[src/rtl/ram_arbiter.sv]
// ram_arbiter: shares one single-port SPI RAM between two requesters.
//
// Each accepted transaction is serialised into 10-bit RAM command words
// ({opcode, payload}; 00 = write address, 01 = write data, 10 = read address,
// 11 = read data) on ram_din/ram_rx_valid. Read data returns on
// ram_tx_valid/ram_dout. A read that sees no ram_tx_valid within TIMEOUT
// WAIT cycles completes with an error. Contention is resolved round-robin.
//
// Ports:
//   clk, rst_n               clock (rising edge), async active-low reset
//   reqN_valid/wr/addr/wdata requester N transaction request (N = 0, 1)
//   reqN_ready               one-cycle accept pulse, registered
//   rspN_valid/rdata/err     one-cycle completion for requester N
//   ram_din, ram_rx_valid    command word to the RAM
//   ram_dout, ram_tx_valid   read data from the RAM
//
// All outputs come from registers or are decoded purely from the state
// register and latched transaction fields; no input reaches an output
// combinationally.
module ram_arbiter #(
  parameter int TIMEOUT = 4  // WAIT cycles allowed for ram_tx_valid, 1..15
) (
  input  logic       clk,
  input  logic       rst_n,
  input  logic       req0_valid,
  input  logic       req0_wr,
  input  logic [7:0] req0_addr,
  input  logic [7:0] req0_wdata,
  output logic       req0_ready,
  output logic       rsp0_valid,
  output logic [7:0] rsp0_rdata,
  output logic       rsp0_err,
  input  logic       req1_valid,
  input  logic       req1_wr,
  input  logic [7:0] req1_addr,
  input  logic [7:0] req1_wdata,
  output logic       req1_ready,
  output logic       rsp1_valid,
  output logic [7:0] rsp1_rdata,
  output logic       rsp1_err,
  output logic [9:0] ram_din,
  output logic       ram_rx_valid,
  input  logic [7:0] ram_dout,
  input  logic       ram_tx_valid
);

  typedef enum logic [2:0] {
    IDLE, ADDR, DATA, RDCMD, WAIT, RESP
  } state_e;

  state_e     state_q;
  logic       gnt_q;        // requester owning the current transaction
  logic       last_q;       // requester granted most recently
  logic       wr_q;
  logic [7:0] addr_q;
  logic [7:0] wdata_q;
  logic [7:0] rdata_q;
  logic       err_q;
  logic [3:0] cnt_q;        // WAIT cycles spent so far
  logic       ready0_q;
  logic       ready1_q;

  logic arb_any;
  logic arb_pick1;
  logic grant_en;

  assign arb_any   = req0_valid | req1_valid;
  // Requester 1 wins when alone, or on contention when requester 0 went last.
  assign arb_pick1 = req1_valid && (!req0_valid || !last_q);
  // Arbitrate in RESP as well so the accept lands in the very next IDLE cycle;
  // in IDLE, skip the cycle where the previous grant's ready is still showing.
  assign grant_en  = arb_any &&
                     ((state_q == IDLE && !ready0_q && !ready1_q) || state_q == RESP);

  always_ff @(posedge clk or negedge rst_n) begin
    if (!rst_n) begin
      state_q  <= IDLE;
      gnt_q    <= 1'b0;
      last_q   <= 1'b1;
      wr_q     <= 1'b0;
      addr_q   <= 8'h00;
      wdata_q  <= 8'h00;
      rdata_q  <= 8'h00;
      err_q    <= 1'b0;
      cnt_q    <= 4'd0;
      ready0_q <= 1'b0;
      ready1_q <= 1'b0;
    end else begin
      // NOTE: non-blocking assignments throughout, so every right-hand side
      // reads the pre-edge value regardless of statement order; the grant block
      // below may override the ready defaults set here.
      ready0_q <= 1'b0;
      ready1_q <= 1'b0;
      unique case (state_q)
        IDLE:  if (ready0_q || ready1_q) state_q <= ADDR;
        ADDR:  state_q <= wr_q ? DATA : RDCMD;
        DATA: begin
          rdata_q <= 8'h00;
          err_q   <= 1'b0;
          state_q <= RESP;
        end
        RDCMD: begin
          cnt_q   <= 4'd0;
          state_q <= WAIT;
        end
        WAIT: begin
          if (ram_tx_valid) begin
            rdata_q <= ram_dout;
            err_q   <= 1'b0;
            state_q <= RESP;
          end else if (cnt_q == 4'(TIMEOUT - 1)) begin
            rdata_q <= 8'h00;
            err_q   <= 1'b1;
            state_q <= RESP;
          end else begin
            cnt_q <= cnt_q + 4'd1;
          end
        end
        RESP:    state_q <= IDLE;
        default: state_q <= IDLE;
      endcase

      if (grant_en) begin
        ready0_q <= !arb_pick1;
        ready1_q <= arb_pick1;
        gnt_q    <= arb_pick1;
        last_q   <= arb_pick1;
        wr_q     <= arb_pick1 ? req1_wr    : req0_wr;
        addr_q   <= arb_pick1 ? req1_addr  : req0_addr;
        wdata_q  <= arb_pick1 ? req1_wdata : req0_wdata;
      end
    end
  end

  always_comb begin
    // NOTE: defaults first so every path assigns every output; no latches.
    ram_din      = 10'h000;
    ram_rx_valid = 1'b0;
    unique case (state_q)
      ADDR: begin
        ram_din      = {(wr_q ? 2'b00 : 2'b10), addr_q};
        ram_rx_valid = 1'b1;
      end
      DATA: begin
        ram_din      = {2'b01, wdata_q};
        ram_rx_valid = 1'b1;
      end
      RDCMD: begin
        ram_din      = {2'b11, 8'h00};
        ram_rx_valid = 1'b1;
      end
      default: ;
    endcase
  end

  assign req0_ready = ready0_q;
  assign req1_ready = ready1_q;

  assign rsp0_valid = (state_q == RESP) && !gnt_q;
  assign rsp1_valid = (state_q == RESP) &&  gnt_q;
  assign rsp0_rdata = rsp0_valid ? rdata_q : 8'h00;
  assign rsp1_rdata = rsp1_valid ? rdata_q : 8'h00;
  assign rsp0_err   = rsp0_valid & err_q;
  assign rsp1_err   = rsp1_valid & err_q;

endmodule

[config.mk]
export PLATFORM = sky130hd
export DESIGN_NAME = ram_arbiter
export DESIGN_NICKNAME = d
export VERILOG_FILES = /design/src/rtl/ram_arbiter.sv
export SDC_FILE = /design/constraint.sdc
export NUM_CORES = 1
export LEC_CHECK = 0
export BUFFER_PORTS_ARGS = -buffer_cell sky130_fd_sc_hd__buf_2
export CAP_MARGIN = 10
export CORE_MARGIN = 2
export CORE_UTILIZATION = 44
export CTS_CLUSTER_SIZE = 14
export DETAILED_ROUTE_END_ITERATION = 8
export PLACE_DENSITY = 0.79
export SYNTH_ARGS = -nofsm -noshare
export SYNTH_HDL_FRONTEND = slang
export SYNTH_SLANG_ARGS = --single-unit
export TNS_END_PERCENT = 20
[constraint.sdc]
create_clock -name clk -period 2.15 [get_ports clk]
set_clock_uncertainty 0.2 [all_clocks]
set_input_delay 0.1075 -clock clk [delete_from_list [all_inputs] [get_ports clk]]
set_output_delay 0.1075 -clock clk [all_outputs]
set_load 0.03 [all_outputs]
======== After elaboration in Yosys (flattened, before gate mapping) ========
Cells that the tools add are included.
storage, ports and cells
  output and inout port bits .............. 33
  word-level logic and storage cells ...... 71
  register bits ........................... 37
  bits in read-only memories .............. 0
  bits of input ports ..................... 47
  latch bits .............................. 0
  memories kept ........................... 0
  bits in writable memories ............... 0
cells by class
  multipliers ............................. 0
  shifts and indexed selects .............. 0
  div/mod/pow operators ................... 0
  order comparisons ....................... 0
  add/sub/neg operators ................... 1
  reduce and logical (&&, ||, !) cells .... 22
  equality and inequality tests ........... 10
  bitwise gates (word level) .............. 3
  mux-type cells .......................... 24
operators with widths
  operator             number
  $mux 8               6
  $pmux 10 s3          1
  $pmux 8 s2           1
  $pmux 3 s5           1
  $mux 3               3
  $mux 4               2
  $pmux 4 s2           1
  $mux 1               7
  $eq 3x2->1 const B   2
  $eq 3x3->1 const B   2
  $logic_and 1x1->1    6
  $logic_not 1->1      6
  $add 4x1->4 const B  1
  $eq 4x2->1 const B   1
  $ne 2x2->1 const B   2
  $reduce_and 2->1     2
  $reduce_bool 2->1    2
  $eq 3x1->1 const B   1
  $logic_not 3->1      1
  $logic_or 1x1->1     3
  $ne 3x3->1 const B   1
  $reduce_and 3->1     1
  $reduce_or 3->1      1
  $and 1x1->1          2
  4 further kinds      4

======== Logic depth before layout (Yosys ltp) ========
Gate-level depths: netlist of the first run.
  depth in word-level cells ............... 6
  depth in mapped cells ................... 6
  gate-level depth less buffers ........... 4

======== Worst setup path before layout of the first run ========
Ideal clock, no wire load.
  path kind ............................... flip-flop to flip-flop
  start point ............................. register ready1_q (netlist: req1_ready)
  end point ............................... register addr_q[6]
  arrival time ............................ 2.071 ns
  library setup time ...................... 0.125 ns
  cell stages (with the launch flop) ...... 5
  path slack .............................. -0.245 ns
  path buffers ............................ 1
  required time ........................... 1.825 ns
  cell sequence ........................... dfrtp_1 > or3_4 > a2111oi_4 > buf_6 > mux2_2
between the ends
  longest elaborated chain between the ends .. 4
ends and longest elaborated chain
  element                 line  text
  from (decl)             61    logic ready1_q;
  from (signal assigned)  125   ready1_q <= arb_pick1;
  $logic_not 1->1         73    ((state_q == IDLE && !ready0_q && !ready1_q) || state_q == RESP);
  $logic_and 1x1->1       73
  $logic_or 1x1->1        73
  $logic_and 1x1->1       72    assign grant_en = arb_any &&
  to (signal assigned)    129   addr_q <= arb_pick1 ? req1_addr : req0_addr;
  to (decl)               55    logic [7:0] addr_q;
Every way passes these cells.
A chain may end at the register's enable or synchronous reset.

======== Worst setup path after layout of the first run ========
  start point ............................. register cnt_q[0]
  end point ............................... register rdata_q[2]
between the ends
  longest elaborated chain between the ends .. 3
ends and longest elaborated chain
  element                     line  text
  from (decl)                 59    logic [3:0] cnt_q;
  from (signal assigned)      116   cnt_q <= cnt_q + 4'd1;
  $eq 4x2->1                  111   end else if (cnt_q == 4'(TIMEOUT - 1)) begin
  $ne 3x3->1 (no line)        -
  $reduce_and 2->1 (no line)  -
  to (signal assigned)        108   rdata_q <= ram_dout;
  to (decl)                   57    logic [7:0] rdata_q;
Every way passes these cells.

==> results of run 1 <==
-- routing by layer --
layer	track usage	wire length, um	vias to the layer above
li1	-	-	937
met4	0.1237	257	0
met5	0	0	-
met1	0.3050	2527	951
met2	0.3833	2975	77
met3	0.04306	249	21
-- worst max-delay path, delay by kind of cell (launching register included) --
family,cells,cell delay (ns)
fa+ha+maj,1,0.25
flops,1,0.41
simple gates,1,0.51
compound gates,2,0.63
-- repair_timing --
item,4_1_cts,5_1_grt
pin swaps,0,0
endpoints found under the setup margin,18,28
endpoints found under the hold margin,64,2
setup buffers,0,0
hold buffers,41,2
gates resized for setup,2,5
-- state kept, by name (all words and copies together), names as in the netlist --
signal      count
addr_q          8
last_q          1
err_q           1
req1_ready      1
gnt_q           1
state_q         3
wr_q            1
cnt_q           4
wdata_q         8
rdata_q         8
req0_ready      1
-- worst paths after layout --
path	from	to	cells after the start
max	cnt_q[0]	rdata_q[2]	4
min in group asynchronous	rst_n	wdata_q[1]	3
max reg2reg	cnt_q[0]	rdata_q[2]	4
min reg2reg	wdata_q[5]	wdata_q[5]	1
min	req0_addr[3]	addr_q[3]	3
max in group asynchronous	rst_n	state_q[1]	3
-- report_power, final --
| part | switching (uW) | internal (uW) | total [uW] |
|---|---|---|---|
| clock network | 240 | 348 | 588 |
| logic | 1050 | 926 | 1980 |
| registers | 261 | 1040 | 1300 |
-- per-stage QoR --
step	power, uW	setup slack [ns]	hold slack [ns]
final	3865	0.03646	0.01696
after global routing	4095	-0.001718	0.01987
after CTS	3813	0.01410	0.001881
after detailed placement	3159	0.07137	-0.02101
after global placement	3082	0.1791	-0.02472
after floorplan	2604	-0.1596	-0.3881
-- cell usage in the layout, fill, tap and decap left out, types with 2 or more instances in the layout --
master,Yosys,final
and2_1,19,19
nand4b_1,2,2
o21ai_0,5,5
nor3_1,2,2
buf_2,0,79
inv_1,6,6
mux2_2,34,34
a22oi_1,10,10
or3b_2,2,2
nand3_1,3,3
clkbuf_8,0,5
nor2_1,13,13
buf_4,0,10
dfrtp_2,0,3
nor3b_1,2,2
nand2_1,5,5
a22o_1,8,8
dfrtp_1,36,33
and3_4,0,2
a21oi_1,2,2
nor2b_1,4,3
dlygate4sd3_1,0,43
-- cells by family (layout without fill, tap and decap cells) --
kind of cell | after synthesis | in the layout | synth area share
compound gates | 37 | 37 | 0.1439
fa+ha+maj | 1 | 1 | 0.006097
flops | 37 | 37 | 0.4518
buf+inv | 18 | 147 | 0.04024
simple gates | 59 | 59 | 0.1671
mux | 34 | 34 | 0.1866
xor+xnor | 1 | 1 | 0.004269
-- final cells by class --
class,instances,area [um2],share of cell area
multi-input cells,132,1061,0.3410
inverters,6,22.52,0.007238
clock buffers,6,72.57,0.02332
flip-flops and latches,37,930.9,0.2992
repair buffers,133,920.9,0.2959
clock inverters,2,38.79,0.01246
well taps,52,65.06,0.02091
==> impl_metrics.csv, run 1 <==
group,metric,value,unit
outcome,status,"finished clean",
worst_hold_path,holdCritPathClass,"input pin to flip-flop",
floorplan,dieHeight,72.29,um
yosys,synth_common_cells,"36 x dfrtp_1, 34 x mux2_2, 19 x and2_1, 13 x nor2_1, 10 x a22oi_1",
cts,root_buffer,"clkbuf_8",
timing,finalCriticalPeriod,2.114,ns
worst_setup_path,crit_chain,"ha_1 > or3b_2 > a211o_1 > a22o_1",
job,cap_violations,0,
cells_and_area,num_antenna_cells,0,
cells_and_area,final_cell_area,0.003112,mm2
worst_setup_path,worst-setup-path-type,"flip-flop to flip-flop",
yosys,synth.area.top_cells,"dfrtp_1 44%, mux2_2 19%, and2_1 5.8%, a22oi_1 3.7%, a22o_1 3.4%",
yosys,syn_area_per_cell,10.97,um2
yosys,ys.flop_type,"dfrtp_1",
floorplan,die_area,0.005226,mm2
timing,relSlewSlack,0.6776,
routing,via_per_inst,5.397,
place,gp_congestion,0.7764,
yosys,synth_largest_area_cell,"dfrtp_1",
yosys,synth_top_area_share,0.4390,
grt,gr-usage-all-layers,0.2374,
cts,tritoncts,"done",
cells_and_area,n_fill_cell,306,
timing,fin_tns_setup,0,ns
cells_and_area,final_cells,368,
timing,finalSetupViolations,0,
timing,post-route-period-util,0.9830,
worst_setup_path,required,2.13,ns
timing,fmax,0.4731,GHz
cts,htreeDepth,2,
worst_setup_path,worstSetupEndpointType,"flip-flop",
routing,vias,1986,
routing,postRouteAntennaNets,0,
yosys,synthArstFlopShare,1.000,
floorplan,coreArea,0.004414,mm2
cells_and_area,post-route-util,0.7049,
place,portBuffers,79,
place,dp_cells,317,
worst_setup_path,path_max_fanout,8,
routing,firstDrtPassIters,4,
routing,avgRoutedWirePerCell,16.33,um
yosys,synth-edff-count,0,
grt,first_global_vias,1926,
worst_setup_path,reg2reg_slack,0.04,ns
power,p_per_area,1242,mW/mm2
worst_setup_path,max_stage_delay,0.51,ns
cells_and_area,drive_gt1_frac,0.4557,
floorplan,io_pins,80,
power,vdd_drop_max,783.4,uV
yosys,yosysUniqueCellTypes,39,
worst_setup_path,cp_slowest_cell,"or3b_2",
yosys,yosysMostFrequentCell,"dfrtp_1",
grt,grt_first_pass_wirelength,9411,um
power,p_leak,0.001508,uW
grt,grt_max_degree,38,
yosys,synth_fp_nets,235,
timing,finalHoldViolations,0,
worst_setup_path,crit_arrival,2.09,ns
cts,numCtsBuffers,5,
routing,routed_wl,6009,um
worst_setup_path,start_kind,"flip-flop",
cts,cts_buffer_depth,2,
place,place_area,0.002555,mm2
yosys,ys_warn_count,0,
cts,clk_latency,0.29,ns
floorplan,fp-row-count,24,
routing,drc,0,
yosys,synth.ff_latch_count,37,
routing,drt_iter0_markers,132,
yosys,synth_sequential_area_ratio,0.4518,
cells_and_area,area_growth,51.65,%
cts,cts.sinks,37,
place,hpwl,3596,um
timing,worst_pin_slew,0.4769,ns
cts,clk_pin_slew,0.08,ns
floorplan,start_util,0.4649,
yosys,netlist_instances,187,
grt,antenna_found_initial,0,
grt,overflow,0,
yosys,syn_area,0.002052,mm2
cells_and_area,layout.nets,363,
timing,slew_viol_final,0,
floorplan,fp.dieW,72.29,um
(Power assumes the default switching activity.)
==> inputs of run 2 (changes only) <==
- CORE_UTILIZATION: 44 -> 49
- PLACE_DENSITY: 0.79 -> 0.83
- clock period: 2.15 -> 2 ns (I/O delays scaled with it)
==> run 2 against run 1 <==
Compared with the run above:
- the flow now finishes with violations (negative setup slack)
- clock power rose by 12%
- largest power group unchanged
- critical path depth stayed put
- cell count increased by 2.7%
- first-iteration DRC count down 6.8%
- highest routed layer unchanged
- hold slack got worse by 0.012 ns
- critical path type unchanged
- count of clock-buffer cells in the layout increased by 1
==> impl_metrics.csv, run 2 (synthesis results as in run 1) <==
group,metric,value,unit
worst_setup_path,crit_arrival,1.99,ns
timing,fin_tns_setup,-0.2119,ns
routing,postRouteAntennaNets,0,
worst_hold_path,holdCritPathClass,"input pin to flip-flop",
cts,clk_latency,0.28,ns
floorplan,die_area,0.004721,mm2
cts,clk_pin_slew,0.07,ns
routing,routed_wl,6009,um
routing,firstDrtPassIters,4,
timing,finalSetupViolations,16,
timing,fmax,0.4936,GHz
worst_setup_path,path_max_fanout,19,
timing,slew_viol_final,0,
cts,root_buffer,"clkbuf_8",
routing,drt_iter0_markers,123,
worst_setup_path,required,1.97,ns
cts,cts.sinks,37,
cts,numCtsBuffers,5,
job,cap_violations,0,
worst_setup_path,start_kind,"flip-flop",
timing,finalCriticalPeriod,2.026,ns
timing,relSlewSlack,0.6883,
worst_setup_path,worst-setup-path-type,"flip-flop to flip-flop",
routing,avgRoutedWirePerCell,15.90,um
timing,finalHoldViolations,0,
power,p_leak,0.001577,uW
timing,post-route-period-util,1.013,
power,p_per_area,1345,mW/mm2
floorplan,fp.dieW,68.71,um
grt,antenna_found_initial,0,
timing,rsz0062_at_grt,"true",
cts,htreeDepth,2,
place,gp_congestion,0.8883,
place,hpwl,3655,um
cells_and_area,layout.nets,375,
grt,grt_max_degree,27,
timing,worst_pin_slew,0.4676,ns
outcome,violations,"negative setup slack",
floorplan,fp-row-count,23,
cells_and_area,num_antenna_cells,0,
grt,overflow,0,
power,vdd_drop_max,797.3,uV
outcome,status,"finished with violations",
routing,drc,0,
cells_and_area,drive_gt1_frac,0.4756,
place,portBuffers,79,
floorplan,io_pins,80,
cells_and_area,final_cell_area,0.003237,mm2
routing,via_per_inst,5.376,
cts,tritoncts,"done",
cells_and_area,layout_commonest_cell,"buf_2",
timing,setup_ws,-0.02587,ns
cts,cts_buffer_depth,2,
grt,grt_first_pass_wirelength,9101,um
worst_setup_path,worstSetupEndpointType,"flip-flop",
grt,first_global_vias,2052,
grt,gr-usage-all-layers,0.2627,
cells_and_area,layout_common_cells,"77 x buf_2, 45 x dlygate4sd3_1, 34 x mux2_2, 34 x dfrtp_1, 19 x and2_1",
floorplan,start_util,0.5093,
cells_and_area,area_growth,57.74,%
floorplan,dieHeight,68.71,um
cells_and_area,reg_top3,"addr_q (8), rdata_q (8), wdata_q (8)",
routing,vias,2032,
floorplan,coreArea,0.004029,mm2
place,place_area,0.002599,mm2
==> run 2: cell types whose count changed in the layout (fill, tap and decap cells not counted), moves of 2 or more <==
cell | previous run | this run
buf_6 | 0 | 3
a22oi_2 | 0 | 2
buf_4 | 10 | 18
buf_2 | 79 | 77
a22oi_1 | 10 | 8
dlygate4sd3_1 | 43 | 45
==> run 2: final cells by class <==
cell class                 count  area (um2)
multi-input combinational    132        1074
timing repair buffer         145        1032
sequential                    37       929.6
fill                         233       792.0
clock buffer                   7       86.33
tap                           50       62.56
clock inverter                 1       30.03
inverter                       6       22.52
==> run 2: worst max-delay path, cell delays in order (launching register included) <==
cell	delay (ns)
dfrtp_2	0.40
or3_4	0.38
a2111oi_4	0.36
buf_12	0.21
mux2_2	0.35
==> run 2: worst paths after layout <==
path                               to  depth (start not counted)  slack [ns]           from
max in group asynchronous      last_q                          3        0.92          rst_n
min in group asynchronous  req0_ready                          2        0.10          rst_n
setup reg to reg            addr_q[6]                          4       -0.03     req1_ready
hold / removal             wdata_q[0]                          3       0.005  req1_wdata[0]
setup / recovery            addr_q[6]                          4       -0.03     req1_ready
hold reg to reg            wdata_q[6]                          1        0.31     wdata_q[6]
==> run 2: power breakdown <==
group          switching, uW  internal (uW)  total [uW]
registers                259           1110        1370
logic                   1200           1120        2320
clock network            254            406         660
==> run 2: timing repair <==
item / CTS / global route
setup endpoints to repair: 45 / 55
endpoints found under the hold margin: 65 / 1
hold buffers: 44 / 1
resized for setup: 7 / 11
setup buffers: 0 / 3
pin swaps: 0 / 1
cloned: 0 / 0
==> run 2: through the flow <==
stage                     instances  setup slack, ns  power [uW]  utilization  hold slack [ns]
after CTS                       374         -0.01932        4197       0.7879         0.005044
final                           378         -0.02587        4352       0.8034         0.004822
after floorplan                 187          -0.3096        2800            -          -0.3956
after global routing            378         -0.06277        4607       0.8034         0.004953
after global placement          322          0.03758        3360       0.6450          -0.1336
after detailed placement        322        -0.009826        3449       0.6450          -0.1264
==> run 2: routing by layer <==
layer	part of all wire	global-route usage
met1	0.42	0.3148
met2	0.52	0.4543
met3	0.038	0.04221
met4	0.030	0.1348
met5	0	0
==> inputs of run 3 (changes only) <==
- CORE_UTILIZATION: 49 -> 44
- PLACE_DENSITY: 0.83 -> 0.79
- clock period: 2 -> 1.8 ns (I/O delays scaled with it)
==> run 3 against run 2 <==
Compared with the run above:
- the run still ends with negative setup slack left
- setup slack worse by 0.24 ns
- sequential power increased by 15%
- hold slack better by 0.042 ns
- global-route usage rose by 2.4 points
- non-clock buffer count grew 8
- combinational power is 30% higher
- die area rose by 11%
- sequential cell count did not move
- utilization increased by 0.36 points
- total power grew 21%
- cell count up 3.2%
- clock power decreased by 2%
- largest cell class is now non-clock buffers
- highest routed layer unchanged
==> impl_metrics.csv, run 3 (synthesis results as in run 1) <==
group,metric,value,unit
cts,root_buffer,"clkbuf_8",
cells_and_area,num_antenna_cells,0,
timing,slew_viol_final,0,
floorplan,io_pins,80,
floorplan,dieHeight,72.29,um
routing,postRouteAntennaNets,0,
worst_setup_path,start_kind,"flip-flop",
grt,grt_max_degree,29,
grt,antenna_found_initial,0,
routing,routed_wl,7509,um
routing,drt_iter0_markers,147,
worst_setup_path,required,1.78,ns
cells_and_area,post-route-util,0.8070,
routing,drc,0,
grt,grt_first_pass_wirelength,11360,um
worst_setup_path,worstSetupEndpointType,"flip-flop",
timing,worst_pin_slew,0.4726,ns
timing,relSlewSlack,0.6849,
timing,rsz0062_at_grt,"true",
worst_hold_path,holdPathStages,4,
routing,vias,2176,
cells_and_area,drive_gt1_frac,0.5533,
cts,cts.sinks,37,
timing,finalHoldViolations,0,
cts,cts_buffer_depth,2,
worst_setup_path,ff2ff_path_depth,4,
job,cap_violations,0,
grt,gr-usage-all-layers,0.2868,
cells_and_area,layout_commonest_cell,"buf_2",
grt,first_global_vias,2325,
cts,clk_pin_slew,0.07,ns
cts,clk_latency,0.30,ns
power,vdd_drop_max,994.1,uV
floorplan,fp-row-count,24,
place,hpwl,3844,um
outcome,violations,"negative setup slack",
routing,firstDrtPassIters,4,
worst_setup_path,worst-setup-path-type,"flip-flop to flip-flop",
timing,finalSetupViolations,55,
worst_setup_path,crit_arrival,2.05,ns
place,pre_cts_ws,-0.2320,ns
power,p_leak,0.001683,uW
floorplan,die_area,0.005226,mm2
routing,avgRoutedWirePerCell,19.25,um
floorplan,fp.dieW,72.29,um
floorplan,start_util,0.4649,
cts,numCtsBuffers,5,
cts,tritoncts,"done",
routing,via_per_inst,5.579,
cells_and_area,area_growth,73.60,%
timing,setup_ws,-0.2697,ns
cells_and_area,reg_top3,"addr_q (8), rdata_q (8), wdata_q (8)",
timing,whs,0.04700,ns
floorplan,coreArea,0.004414,mm2
place,gp_congestion,0.8704,
power,p_per_area,1472,mW/mm2
worst_setup_path,path_max_fanout,11,
cells_and_area,layout.nets,385,
cts,htreeDepth,2,
power,finalPower,5245,uW
timing,fmax,0.4832,GHz
timing,finalCriticalPeriod,2.070,ns
cells_and_area,layout_common_cells,"50 x buf_2, 47 x dlygate4sd3_1, 33 x dfrtp_1",
worst_hold_path,holdCritPathClass,"input pin to flip-flop",
place,portBuffers,79,
cells_and_area,final_cells,390,
timing,post-route-period-util,1.150,
grt,overflow,0,
outcome,status,"finished with violations",
place,dp_cells,332,
==> run 3: layout make-up <==
cell class                      instances  area (um2)
Tap cell                               52       65.06
Fill cell                             234       852.1
Clock buffer                            7       96.34
Clock inverter                          1       5.005
Inverter                                6       22.52
Multi-Input combinational cell        134        1194
Timing Repair Buffer                  153        1249
Sequential cell                        37       930.9
==> run 3: critical path: stages, from the launching register on <==
cell       delay (ns)
dfrtp_2          0.41
or3_4            0.38
a2111oi_4        0.37
buf_6            0.22
mux2_2           0.36
==> run 3: repair_timing <==
item	4_1_cts	5_1_grt
resized for setup	70	23
buffers inserted	1	0
hold buffers	47	0
hold endpoints to repair	67	0
cloned	2	0
setup endpoints to repair	57	64
pin swaps	11	8
==> run 3: path summary, 6_finish.rpt <==
check | end | slack (ns) | start
worst max-delay path | wdata_q[3] | -0.27 | req1_ready
worst min-delay path | last_q | 0.05 | req0_valid
worst max register to register | wdata_q[3] | -0.27 | req1_ready
worst min register to register | rdata_q[3] | 0.32 | rdata_q[3]
max in group asynchronous | addr_q[4] | 0.83 | rst_n
min in group asynchronous | wdata_q[1] | 0.10 | rst_n
==> run 3: metrics by stage <==
step / TNS, ns / instance area, um2
2_1_floorplan: -10.58 / 2064
3_3_place_gp: -3.519 / 2685
3_5_place_dp: -4.530 / 2685
4_1_cts: -4.895 / 3495
5_1_grt: -10.30 / 3562
6_report: -6.441 / 3562
==> run 3: report_power, final <==
| group | internal, uW | total [uW] | switching (uW) |
|---|---|---|---|
| combinational | 1520 | 3020 | 1510 |
| clock | 346 | 648 | 302 |
| sequential | 1240 | 1570 | 335 |
==> run 3: per-layer routing <==
| layer | GRT usage | part of all wire | up-vias |
|---|---|---|---|
| met4 | 0.1111 | 0.015 | 0 |
| met5 | 0 | 0 | - |
| met3 | 0.04861 | 0.053 | 11 |
| met1 | 0.3507 | 0.39 | 1100 |
| met2 | 0.5036 | 0.54 | 86 |
| li1 | - | - | 979 |
